--- src/rtl/bmem_axi_writer.sv ---
// Buffers bmem single-word write requests and replays each one as a single-beat
// AXI4 write, pulsing bmem_resp back to the requester when the B response lands.
module bmem_axi_writer #(
  parameter int FIFO_DEPTH = 2
) (
  input  logic        clk,
  input  logic        rst,
  input  logic        bmem_wr_en,
  input  logic [31:0] bmem_wr_addr,
  input  logic [63:0] bmem_wr_data,
  output logic        bmem_resp,
  output logic        bmem_overflow,
  output logic        bmem_wr_err,
  output logic [31:0] awaddr,
  output logic [7:0]  awlen,
  output logic [2:0]  awsize,
  output logic [1:0]  awburst,
  output logic        awvalid,
  input  logic        awready,
  output logic [63:0] wdata,
  output logic [7:0]  wstrb,
  output logic        wlast,
  output logic        wvalid,
  input  logic        wready,
  input  logic [1:0]  bresp,
  input  logic        bvalid,
  output logic        bready
);

  localparam int PTR_W = $clog2(FIFO_DEPTH);
  localparam logic [PTR_W:0] PTR_ONE = 1;

  typedef enum logic [1:0] {
    S_IDLE,
    S_SEND,
    S_WAIT_B,
    S_RESP
  } state_t;

  state_t            r_state;
  state_t            w_state_nxt;
  logic [95:0]       r_mem [FIFO_DEPTH];
  logic [PTR_W:0]    r_wptr;
  logic [PTR_W:0]    r_rptr;
  logic              w_full;
  logic              w_empty;
  logic              w_push;
  logic              w_pop;
  logic [95:0]       w_head;
  logic              r_awvalid;
  logic              r_wvalid;
  logic [31:0]       r_awaddr;
  logic [63:0]       r_wdata;
  logic [1:0]        r_bresp;
  logic              r_overflow;

  // Pointers carry one extra wrap bit so full and empty are distinguishable.
  assign w_empty = (r_wptr == r_rptr);
  assign w_full  = (r_wptr[PTR_W] != r_rptr[PTR_W]) &&
                   (r_wptr[PTR_W-1:0] == r_rptr[PTR_W-1:0]);
  assign w_head  = r_mem[r_rptr[PTR_W-1:0]];
  assign w_push  = bmem_wr_en && (!w_full || w_pop);

  always_ff @(posedge clk) begin
    if (w_push) begin
      r_mem[r_wptr[PTR_W-1:0]] <= {bmem_wr_addr, bmem_wr_data};
    end
  end

  always_comb begin
    w_state_nxt = r_state;
    w_pop       = 1'b0;
    case (r_state)
      S_IDLE: begin
        if (!w_empty) begin
          w_pop       = 1'b1;
          w_state_nxt = S_SEND;
        end
      end
      S_SEND: begin
        // AW and W retire independently; leave only once both are done.
        if ((!r_awvalid || awready) && (!r_wvalid || wready)) begin
          w_state_nxt = S_WAIT_B;
        end
      end
      S_WAIT_B: begin
        if (bvalid) begin
          w_state_nxt = S_RESP;
        end
      end
      S_RESP: begin
        w_state_nxt = S_IDLE;
      end
      default: begin
        w_state_nxt = S_IDLE;
      end
    endcase
  end

  always_ff @(posedge clk) begin
    if (rst) begin
      r_state    <= S_IDLE;
      r_wptr     <= '0;
      r_rptr     <= '0;
      r_awvalid  <= 1'b0;
      r_wvalid   <= 1'b0;
      r_awaddr   <= '0;
      r_wdata    <= '0;
      r_bresp    <= '0;
      r_overflow <= 1'b0;
    end else begin
      r_state <= w_state_nxt;
      if (w_push) begin
        r_wptr <= r_wptr + PTR_ONE;
      end
      if (w_pop) begin
        r_rptr <= r_rptr + PTR_ONE;
      end
      if (bmem_wr_en && !w_push) begin
        r_overflow <= 1'b1;
      end
      if (w_pop) begin
        r_awvalid <= 1'b1;
        r_wvalid  <= 1'b1;
        r_awaddr  <= {w_head[95:67], 3'b000};
        r_wdata   <= w_head[63:0];
      end else begin
        if (awready) begin
          r_awvalid <= 1'b0;
        end
        if (wready) begin
          r_wvalid <= 1'b0;
        end
      end
      if (bvalid && bready) begin
        r_bresp <= bresp;
      end
    end
  end

  assign awaddr        = r_awaddr;
  assign awlen         = 8'd0;
  assign awsize        = 3'b011;
  assign awburst       = 2'b01;
  assign awvalid       = r_awvalid;
  assign wdata         = r_wdata;
  assign wstrb         = 8'hFF;
  assign wlast         = 1'b1;
  assign wvalid        = r_wvalid;
  assign bready        = (r_state == S_WAIT_B);
  assign bmem_resp     = (r_state == S_RESP);
  assign bmem_wr_err   = (r_state == S_RESP) && (r_bresp != 2'b00);
  assign bmem_overflow = r_overflow;

endmodule
--- config.mk ---
export PLATFORM = sky130hd
export DESIGN_NAME = bmem_axi_writer
export DESIGN_NICKNAME = d
export VERILOG_FILES = /design/src/rtl/bmem_axi_writer.sv
export SDC_FILE = /design/constraint.sdc
export NUM_CORES = 1
export LEC_CHECK = 0
export BUFFER_PORTS_ARGS = -buffer_cell sky130_fd_sc_hd__buf_2
export CAP_MARGIN = 15
export CORE_MARGIN = 8
export CORE_UTILIZATION = 45
export CTS_CLUSTER_SIZE = 10
export DETAILED_ROUTE_END_ITERATION = 8
export PLACE_DENSITY = 0.68
export SETUP_SLACK_MARGIN = 0.3
export SYNTH_ARGS = -nofsm -noshare
export SYNTH_HDL_FRONTEND = slang
export SYNTH_SLANG_ARGS = --single-unit
--- constraint.sdc ---
create_clock -name clk -period 8.25 [get_ports clk]
set_input_delay 0.4125 -clock clk [delete_from_list [all_inputs] [get_ports clk]]
set_output_delay 0.4125 -clock clk [all_outputs]
set_load 0.005 [all_outputs]
==> out/qor.log, run 1 <==
qor: floorplanning.placeableCoreArea 0.0232 mm2
qor: route.detail_route.iter0.violations 282
qor: grt.antenna_found_initial 5
qor: floorplanning.design.portCount 228
qor: route.dr_total_vias 5973
qor: cts.tritoncts built
qor: synth.syn-mean-instance-area 15.2 um2
qor: grt.grt_max_degree 84
qor: route.drt_pre_antenna_iters 4
qor: sta.layout_worst_path_cycle_share 39.8%
qor: layout.mostFrequentLayoutCells buf_2 (198), edfxtp_1 (186), dfxtp_1 (103)
qor: power.report.power.total 4.49 mW
qor: synth.synth.yosys.seq_area_share 73.0%
qor: cts.clock_sinks 290
qor: layout.mostFrequentLayoutCell buf_2
qor: sta.fmax 0.305 GHz
qor: cts.cts_made_buffers 35
qor: power.power.leakage 4.81 nW
qor: hold_path.worstHoldStart bmem_wr_data[36]
qor: synth.yosys.area_share.adder 0.476%
qor: grt.gr-total-overflow 0
qor: place.globalplace.congestion 0.713
qor: floorplanning.rows 56
qor: floorplanning.fp.dieArea 0.0285 mm2
qor: synth.yosysWarningCount 0
qor: sta.maxSlewHeadroom 36.4%
qor: critical_path.critPathTopFamily buffers and inverters
qor: critical_path.crit-reg2reg-capture wdata[4]
qor: outcome.outcome complete, no violations
qor: cts.clk_latency 0.49 ns
qor: sta.fin_ws 4.97 ns
qor: sta.tns 0 ns
qor: critical_path.critPathMostFrequentCell buf_4
qor: cts.root_buf_cell clkbuf_16
qor: route.drt.antenna.violating_nets 0
qor: grt.grt_pass1_wl 32600 um
qor: critical_path.cp_data_arrival_time 3.67 ns
qor: grt.grt.total_usage 14.5%
qor: critical_path.required 8.64 ns
qor: synth.synthCells 693
qor: cts.post-cts-setup-buffer-count 0
qor: synth.compound_cell_area_share_of_the_yosys_netlist 8.41%
qor: route.routed_wl 21200 um
qor: floorplanning.die_width 169 um
qor: cts.clock_path_buffers 3
qor: critical_path.worstPathBufferInverterCount 2
qor: critical_path.worstPathCellList xnor2_1 -> a21boi_4 -> buf_4 -> buf_4 -> nor2_1 -> a211oi_1
qor: hold_path.min_path_cells 1
qor: sta.finalClockSkew 0.00695 ns
qor: power.max-vdd-ir-drop 214 uV
qor: sta.report.final.slew_viol_count 0
qor: critical_path.regToRegStartpoint r_rptr[0]
qor: power.power-per-cell-area 354 mW/mm2
qor: place.numPlacedInstances 1171
qor: route.post_drt_via_cell_ratio 4.84
qor: cts.h_tree_depth_reported_by_cts 2
qor: synth.synthSimpleGateAreaFrac 4.41%
qor: synth.synth_top_family_by_area multiplexers
qor: grt.number_of_global_route_vias_before_repair 5943
qor: layout.drive_above_1_share 29.9%
qor: hold_path.worstHoldPathType in -> reg
qor: critical_path.critical_path_end wdata[4]
qor: cts.path_clk_slew 0.06 ns
qor: place.place_hpwl 13200 um
qor: sta.tightestPinTransition 0.954 ns
qor: layout.flow.area_growth_from_synthesis 20.8%
qor: sta.setup_violations 0
qor: layout.fin_cells 1233
qor: run.maxCapViolCount 0
qor: place.post-place-ws 4.92 ns
qor: critical_path.cp_capture_type register
qor: critical_path.worstSetupPathDepth 6
qor: critical_path.worst-r2r-cell-count 6
qor: route.drc 0
qor: synth.synth_xor_area_share 0.572%
qor: critical_path.worstSetupStartpoint r_rptr[0]
qor: critical_path.worstSetupPathType reg -> reg
qor: sta.timing.final.crit_period 3.28 ns
qor: floorplanning.die-height 169 um
qor: cts.hold_fix_buffers_at_cts 0
qor: floorplanning.floorplan.initialDensity 45.3%
qor: critical_path.critPathMaxStageDelay 0.93 ns
qor: sta.rsz_0062_raised_after_global_routing false
qor: synth.syn-cell-area 0.0105 mm2
qor: synth.ys_seq_elements 290
qor: critical_path.cp_slowest_cell dfxtp_4
qor: cts.post_cts_resized 0
qor: sta.hold_viol 0
qor: critical_path.timing.critical_path.from_type register
qor: critical_path.ff2ff_setup_slack 4.97 ns
qor: layout.finalNetCount 997
qor: route.wl_per_cell 17.2 um
qor: synth.yosys.cell_types.count 31
qor: critical_path.critPathMaxFanout 83
qor: synth.synthMuxAreaShare 8.86%
qor: place.port-buffer-count 199
-- logic make-up (layout without fill, tap and decap cells) --
| logic type | count (synthesis) | in the layout |
|---|---|---|
| DFF | 290 | 290 |
| other | 2 | 27 |
| buffers and inverters | 74 | 270 |
| muxes | 93 | 93 |
| adders and majority gates | 4 | 4 |
| AOI/OAI and AO/OA | 106 | 106 |
| xor gates and xnor gates | 6 | 6 |
| and+or+nand+nor | 118 | 118 |
-- cells in the mapped netlist --
cell type | count | share of area (%)
edfxtp_1 | 186 | 53
dfxtp_1 | 104 | 20
nor2_1 | 103 | 3.7
mux2i_1 | 93 | 8.9
a211oi_1 | 73 | 5.2
buf_4 | 29 | 2.1
buf_2 | 26 | 1.2
a211oi_2 | 20 | 2.4
clkbuf_1 | 12 | 0.43
a21oi_1 | 6 | 0.29
ha_1 | 4 | 0.48
nand2_1 | 4 | 0.14
nand3_1 | 4 | 0.19
buf_6 | 3 | 0.32
inv_1 | 3 | 0.11
xnor2_1 | 3 | 0.25
conb_1 | 2 | 0.071
nand4_1 | 2 | 0.12
nor2b_1 | 2 | 0.12
nor3_1 | 2 | 0.095
xor2_1 | 2 | 0.17
a21boi_1 | 1 | 0.071
a221oi_1 | 1 | 0.083
a31o_2 | 1 | 0.083
buf_1 | 1 | 0.036
nand2b_1 | 1 | 0.060
o21a_1 | 1 | 0.071
o21ai_0 | 1 | 0.048
o311a_1 | 1 | 0.095
o31ai_1 | 1 | 0.071
xnor2_2 | 1 | 0.15
-- sequential cells by signal (all words and copies together), names as in the netlist, 2 cells and up --
register	count
r_wptr	2
awaddr	29
r_mem	186
r_bresp	2
r_rptr	2
r_state	2
wdata	64
-- worst register-to-register path: cells and delay by family, from the launching register on --
kind | cells | cell delay [ns]
simple gates | 1 | 0.18
flops | 1 | 0.93
xor+xnor | 1 | 0.29
compound gates | 2 | 0.46
buf+inv | 2 | 1.33
-- per-layer routing --
metal	part of all wire (%)	routed length, um	GRT usage (%)	vias to the layer above
met3	7.4	1570	4.71	42
met4	1.8	386	4.70	8
li1	-	-	-	2928
met2	50	10600	24.6	155
met1	41	8590	17.2	2840
met5	0.21	45	0	-
-- worst min path at each step --
stage / end / slack, ns
floorplan: r_bresp[1] / 0.44
global placement: r_bresp[1] / 0.45
detailed placement: r_bresp[1] / 0.46
CTS: r_mem[0][76] / 0.09
global route: r_mem[1][74] / 0.09
finish: r_mem[0][36] / 0.11
-- metrics by stage --
stage                     util (%)  hold slack, ns  instance area [um2]
after floorplan                  -           0.437                10600
after global placement        50.2           0.446                11700
after detailed placement      50.2           0.455                11700
after CTS                     54.7          0.0853                12700
after global routing          54.7          0.0859                12700
final                         54.7           0.111                12700
-- report_power, final --
part | internal, mW | switching (mW)
sequential | 1.84 | 0.141
clock | 0.842 | 0.531
combinational | 0.460 | 0.678
-- cell type report --
type / count / area [um2]
clock inverter: 1 / 5.00
antenna: 2 / 5.00
sequential: 290 / 7670
tap: 319 / 399
multi-input combinational: 352 / 2510
inverter: 3 / 11.3
timing repair buffer: 207 / 1060
fill: 1922 / 10500
clock buffer: 59 / 1030
No activity file was read; power rests on OpenSTA's default activity.
==> run 2: changes to the inputs <==
PLACE_DENSITY = 0.71   (was 0.68)
clock period = 3.01 ns   (was 8.25 ns; I/O delays follow)
==> out/qor.log, run 2 (synthesized netlist as in run 1, its figures left out) <==
qor: place.post-place-ws 0.836 ns [-4.08 ns]
qor: sta.fin_ws 0.847 ns [-4.12 ns]
qor: layout.mostFrequentLayoutCells buf_2 (198), edfxtp_1 (186), dfxtp_1 (103)
qor: grt.grt.total_usage 15.9% [+1.4 points]
qor: cts.path_clk_slew 0.05 ns [about the same]
qor: sta.hold_viol 0 [unchanged]
qor: cts.h_tree_depth_reported_by_cts 2 [unchanged]
qor: sta.timing.final.crit_period 2.16 ns [-1.12 ns]
qor: route.detail_route.iter0.violations 221 [-22%]
qor: sta.finalClockSkew 0.0130 ns [+0.00608 ns]
qor: hold_path.worstHoldPathType in -> reg
qor: critical_path.worstSetupStartpoint r_state[0]
qor: floorplanning.design.portCount 228 [unchanged]
qor: sta.tightestPinTransition 0.794 ns [-0.161 ns]
qor: critical_path.regToRegStartpoint r_state[0]
qor: route.drc 0 [unchanged]
qor: layout.drive_above_1_share 27.0% [-2.9 points]
qor: sta.holdWs 0.169 ns [+0.0582 ns]
qor: floorplanning.fp.dieArea 0.0285 mm2 [unchanged]
qor: critical_path.worst-r2r-cell-count 5 [-1]
qor: layout.flow.area_growth_from_synthesis 31.3%
qor: floorplanning.floorplan.initialDensity 45.3% [unchanged]
qor: critical_path.cp_capture_type register
qor: place.globalplace.congestion 0.736 [+3.3%]
qor: critical_path.critPathMaxFanout 51 [-39%]
qor: cts.clock_path_buffers 3 [unchanged]
qor: grt.grt_max_degree 87 [+3.6%]
qor: cts.tritoncts built
qor: power.max-vdd-ir-drop 661 uV [+210%]
qor: layout.final_core_utilization 59.4% [+4.7 points]
qor: layout.mostFrequentLayoutCell buf_2
qor: floorplanning.placeableCoreArea 0.0232 mm2 [unchanged]
qor: place.port-buffer-count 199 [unchanged]
qor: route.post_drt_via_cell_ratio 4.81 [-0.76%]
qor: route.dr_total_vias 6413 [+7.4%]
qor: route.wl_per_cell 17.3 um [+0.61%]
qor: critical_path.crit-reg2reg-capture r_mem[0][49]
qor: floorplanning.die_width 169 um [unchanged]
qor: grt.gr-total-overflow 0 [unchanged]
qor: grt.number_of_global_route_vias_before_repair 6787 [+14%]
qor: sta.report.final.slew_viol_count 0 [unchanged]
qor: sta.tns 0 ns [unchanged]
qor: floorplanning.die-height 169 um [unchanged]
qor: floorplanning.rows 56 [unchanged]
qor: outcome.outcome complete, no violations
qor: layout.finalNetCount 1100 [+10%]
qor: grt.grt_pass1_wl 35800 um [+9.7%]
qor: sta.rsz_0062_raised_after_global_routing false
qor: critical_path.worstSetupPathType reg -> reg
qor: layout.fin_cells 1334 [+8.2%]
qor: sta.layout_worst_path_cycle_share 71.9% [+32 points]
qor: hold_path.worstHoldStart bvalid
qor: route.routed_wl 23000 um [+8.9%]
qor: grt.antenna_found_initial 2 [-3]
qor: critical_path.ff2ff_setup_slack 0.85 ns [-4.12 ns]
qor: route.drt.antenna.violating_nets 0 [unchanged]
qor: sta.setup_violations 0 [unchanged]
qor: cts.root_buf_cell clkbuf_16
qor: run.maxCapViolCount 0 [unchanged]
qor: hold_path.min_path_cells 4 [+3]
qor: route.drt_pre_antenna_iters 4 [unchanged]
qor: sta.maxSlewHeadroom 47.1% [+11 points]
qor: hold_path.holdPathEnd r_state[1]
qor: power.power-per-cell-area 910 mW/mm2 [+160%]
qor: power.power.leakage 5.26 nW [+9.4%]
qor: sta.fmax 0.462 GHz [+52%]
qor: critical_path.cp_data_arrival_time 2.31 ns [-1.36 ns]
qor: layout.largest_register_ff_count 186 [unchanged]
qor: place.numPlacedInstances 1172 [+0.085%]
qor: cts.clock_sinks 290 [unchanged]
qor: cts.clk_latency 0.49 ns [about the same]
qor: place.place_hpwl 13300 um [+0.84%]
qor: critical_path.timing.critical_path.from_type register
qor: critical_path.required 3.15 ns [-5.49 ns]
qor: cts.cts_made_buffers 35 [unchanged]
## run 2: cell count changes in the layout (fill, tap and decap cells not counted), sizes merged
cell / change
dlygate4sd3: +102
buf: +1
diode: -1
clkbuf: -1
## run 2: power breakdown
part / total, mW / switching [mW] / internal (mW)
clock: 3.76 / 1.46 / 2.30
combinational: 3.42 / 2.00 / 1.43
sequential: 5.37 / 0.334 / 5.03
total: 12.5 / 3.79 / 8.76
## run 2: metal layers
layer	vias to the layer above	track usage, %	share of wire, %
met5	-	0	0.056
met4	2	7.07	3.3
met3	59	3.91	5.8
met2	187	29.1	52
met1	3039	17.1	39
li1	3126	-	-
## run 2: what timing repair did
| action | 4_1_cts | 5_1_grt |
|---|---|---|
| hold buffers | 102 | 0 |
| buffers inserted | 0 | 0 |
| endpoints found under the setup margin | 0 | 0 |
| hold endpoints to repair | 191 | 0 |
| gates resized for setup | 0 | 0 |
## run 2: worst max-delay path by stage
stage / slack, ns / depth (start not counted) / end
after floorplan: 0.35 / 5 / r_mem[0][0]
after global placement: 0.87 / 4 / r_mem[0][49]
after detailed placement: 0.84 / 4 / r_mem[0][49]
after CTS: 0.82 / 4 / r_mem[0][2]
after global routing: 0.68 / 5 / r_mem[0][8]
final: 0.85 / 5 / r_mem[0][49]
## run 2: worst max-delay path, cell delays in order, from the launching register on
cell     delay [ns]
dfxtp_1        0.35
inv_1          0.08
ha_1           0.30
o31ai_1        0.60
nor2_4         0.08
buf_4          0.39
## run 2: layout make-up
| type | instances | area, um2 |
|---|---|---|
| Fill cell | 1748 | 9410 |
| Sequential cell | 290 | 7670 |
| Multi-Input combinational cell | 352 | 2510 |
| Timing Repair Buffer | 310 | 2160 |
| Clock buffer | 58 | 1020 |
| Tap cell | 319 | 399 |
| Inverter | 3 | 11.3 |
| Clock inverter | 1 | 5.00 |
| Antenna cell | 1 | 2.50 |
## run 2: through the flow
stage | power (mW) | instance area, um2
after detailed placement | 8.79 | 11700
after floorplan | 7.77 | 10600
after global placement | 8.68 | 11700
after CTS | 12.7 | 13800
after global routing | 13.3 | 13800
final | 12.5 | 13800
==> run 3: changes to the inputs <==
PLACE_DENSITY = 0.68   (was 0.71)
clock period = 2.2 ns   (was 3.01 ns; I/O delays follow)
==> out/qor.log, run 3 (synthesized netlist as in run 1, its figures left out) <==
qor: critical_path.cp_data_arrival_time 2.15 ns [-0.16 ns]
qor: sta.maxSlewHeadroom 54.8% [+7.7 points]
qor: critical_path.worst-r2r-cell-count 5 [unchanged]
qor: cts.path_clk_slew 0.05 ns [about the same]
qor: cts.clock_path_buffers 3 [unchanged]
qor: cts.h_tree_depth_reported_by_cts 2 [unchanged]
qor: floorplanning.design.portCount 228 [unchanged]
qor: route.detail_route.iter0.violations 314 [+42%]
qor: sta.holdWs 0.333 ns [+0.164 ns]
qor: layout.final_core_utilization 60.1% [+0.61 points]
qor: hold_path.worstHoldStart bmem_wr_data[50]
qor: layout.design_area 0.0139 mm2 [+1.0%]
qor: critical_path.required 2.59 ns [-0.56 ns]
qor: outcome.outcome complete, no violations
qor: sta.layout_worst_path_cycle_share 80.0% [+8.2 points]
qor: layout.largest_register_ff_count 186 [unchanged]
qor: critical_path.crit-reg2reg-capture wdata[37]
qor: sta.tightestPinTransition 0.678 ns [-0.116 ns]
qor: cts.tritoncts built
qor: place.numPlacedInstances 1173 [+0.085%]
qor: route.drt_pre_antenna_iters 4 [unchanged]
qor: layout.mostFrequentLayoutCell buf_2
qor: critical_path.critPathMaxFanout 52 [+2.0%]
qor: layout.mostFrequentLayoutCells buf_2 (198), edfxtp_1 (186), nor2_1 (102), dfxtp_1 (102), dlygate4sd3_1 (102)
qor: critical_path.regToRegStartpoint r_rptr[1]
qor: place.postPlaceCellArea 0.0118 mm2 [+0.46%]
qor: layout.register_area 0.00767 mm2 [about the same]
qor: layout.n_fill_cell 1752 [+0.23%]
qor: cts.root_buf_cell clkbuf_16
qor: hold_path.holdPathEnd r_mem[0][50]
qor: route.post_drt_via_cell_ratio 4.88 [+1.5%]
qor: grt.grt_max_degree 60 [-31%]
qor: hold_path.min_path_cells 2 [-2]
qor: critical_path.cp_capture_type register
qor: grt.gr-total-overflow 0 [unchanged]
qor: route.routed_wl 23500 um [+2.1%]
qor: floorplanning.fp.dieArea 0.0285 mm2 [unchanged]
qor: place.port-buffer-count 199 [unchanged]
qor: sta.finalClockSkew 0.0204 ns [+0.00741 ns]
qor: place.place_hpwl 13000 um [-2.1%]
qor: critical_path.worstSetupPathType reg -> reg
qor: critical_path.timing.critical_path.from_type register
qor: power.report.power.total 17.6 mW [+40%]
qor: sta.timing.final.crit_period 1.76 ns [-0.402 ns]
qor: sta.fmax 0.568 GHz [+23%]
qor: grt.antenna_found_initial 2 [unchanged]
qor: power.power.leakage 5.31 nW [+0.84%]
qor: floorplanning.placeableCoreArea 0.0232 mm2 [unchanged]
qor: route.dr_total_vias 6561 [+2.3%]
qor: grt.grt_pass1_wl 36400 um [+1.8%]
qor: floorplanning.floorplan.initialDensity 45.3% [unchanged]
qor: route.wl_per_cell 17.5 um [+1.3%]
qor: layout.drive_above_1_share 27.8% [+0.74 points]
qor: cts.cts_made_buffers 35 [unchanged]
qor: run.maxCapViolCount 0 [unchanged]
qor: power.power-per-cell-area 1260 mW/mm2 [+39%]
qor: sta.setup_violations 0 [unchanged]
qor: hold_path.worstHoldPathType in -> reg
qor: power.max-vdd-ir-drop 943 uV [+43%]
qor: cts.clk_latency 0.50 ns [about the same]
qor: floorplanning.die_width 169 um [unchanged]
qor: layout.fin_cells 1344 [+0.75%]
qor: cts.clock_sinks 290 [unchanged]
qor: route.drt.antenna.violating_nets 0 [unchanged]
qor: critical_path.ff2ff_setup_slack 0.44 ns [-0.41 ns]
qor: sta.report.final.slew_viol_count 0 [unchanged]
qor: floorplanning.die-height 169 um [unchanged]
qor: layout.flow.area_growth_from_synthesis 32.6%
qor: sta.rsz_0062_raised_after_global_routing false
qor: layout.finalNetCount 1105 [+0.45%]
qor: layout.multi_input_area 0.00254 mm2 [+1.3%]
qor: grt.number_of_global_route_vias_before_repair 6877 [+1.3%]
qor: route.drc 0 [unchanged]
qor: grt.grt.total_usage 16.1% [+0.15 points]
qor: floorplanning.rows 56 [unchanged]
qor: sta.hold_viol 0 [unchanged]
qor: place.globalplace.congestion 0.738 [+0.27%]
run 3: cell types whose count changed in the layout (fill, tap and decap cells not counted), moves of 2 or more:
| cell | previous run | this run |
|---|---|---|
| clkbuf_1 | 19 | 24 |
| inv_6 | 0 | 4 |
| buf_12 | 6 | 8 |
| bufbuf_16 | 0 | 2 |
| clkbuf_16 | 37 | 35 |
| clkbuf_8 | 2 | 0 |
| inv_1 | 3 | 1 |
| inv_2 | 0 | 2 |
run 3: where the power goes:
part	switching (mW)	internal, mW	total (mW)
Clock	2.02	2.99	5.02
Sequential	0.413	6.88	7.30
Combinational	3.01	2.26	5.28
Total	5.45	12.1	17.6
run 3: worst max-delay path, stage by stage (launching register included):
cell,delay [ns]
dfxtp_1,0.34
xnor2_2,0.41
a21boi_4,0.12
buf_4,0.17
bufbuf_16,0.33
a211oi_1,0.27
run 3: through the flow:
| stage | setup TNS, ns | setup WS, ns |
|---|---|---|
| 3_5_place_dp | 0 | 0.232 |
| 2_1_floorplan | -51.34 | -0.366 |
| 5_1_grt | 0 | 0.370 |
| 4_1_cts | 0 | 0.374 |
| 6_report | 0 | 0.439 |
| 3_3_place_gp | 0 | 0.353 |
run 3: cell type report:
class / count / share of cell area [%]
sequential: 290 / 55.1
inverter: 3 / 0.0808
timing repair buffer: 315 / 16.5
clock buffer: 59 / 6.93
clock inverter: 4 / 0.252
antenna: 2 / 0.0359
multi-input combinational: 352 / 18.3
tap: 319 / 2.87
run 3: layer usage:
| layer | routed length [um] | track usage, % | part of all wire [%] |
|---|---|---|---|
| met1 | 8920 | 17.2 | 38 |
| met3 | 1610 | 4.54 | 6.9 |
| met5 | 0 | 0 | 0 |
| met4 | 681 | 6.44 | 2.9 |
| met2 | 12300 | 29.3 | 52 |
run 3: what timing repair did:
item,4_1_cts,5_1_grt
endpoints found under the setup margin,23,10
cloned,2,0
endpoints found under the hold margin,207,0
buffers inserted,2,0
resized for setup,1,3
hold buffers,102,0
run 3: worst max-delay path by stage:
stage	start	slack, ns	to
finish	r_rptr[1]	0.44	wdata[37]
global route	r_rptr[1]	0.37	wdata[41]
CTS	r_wptr[0]	0.37	wdata[37]
detailed placement	r_state[0]	0.23	wdata[31]
global placement	r_state[0]	0.35	wdata[46]
floorplan	r_state[0]	-0.37	r_mem[0][0]
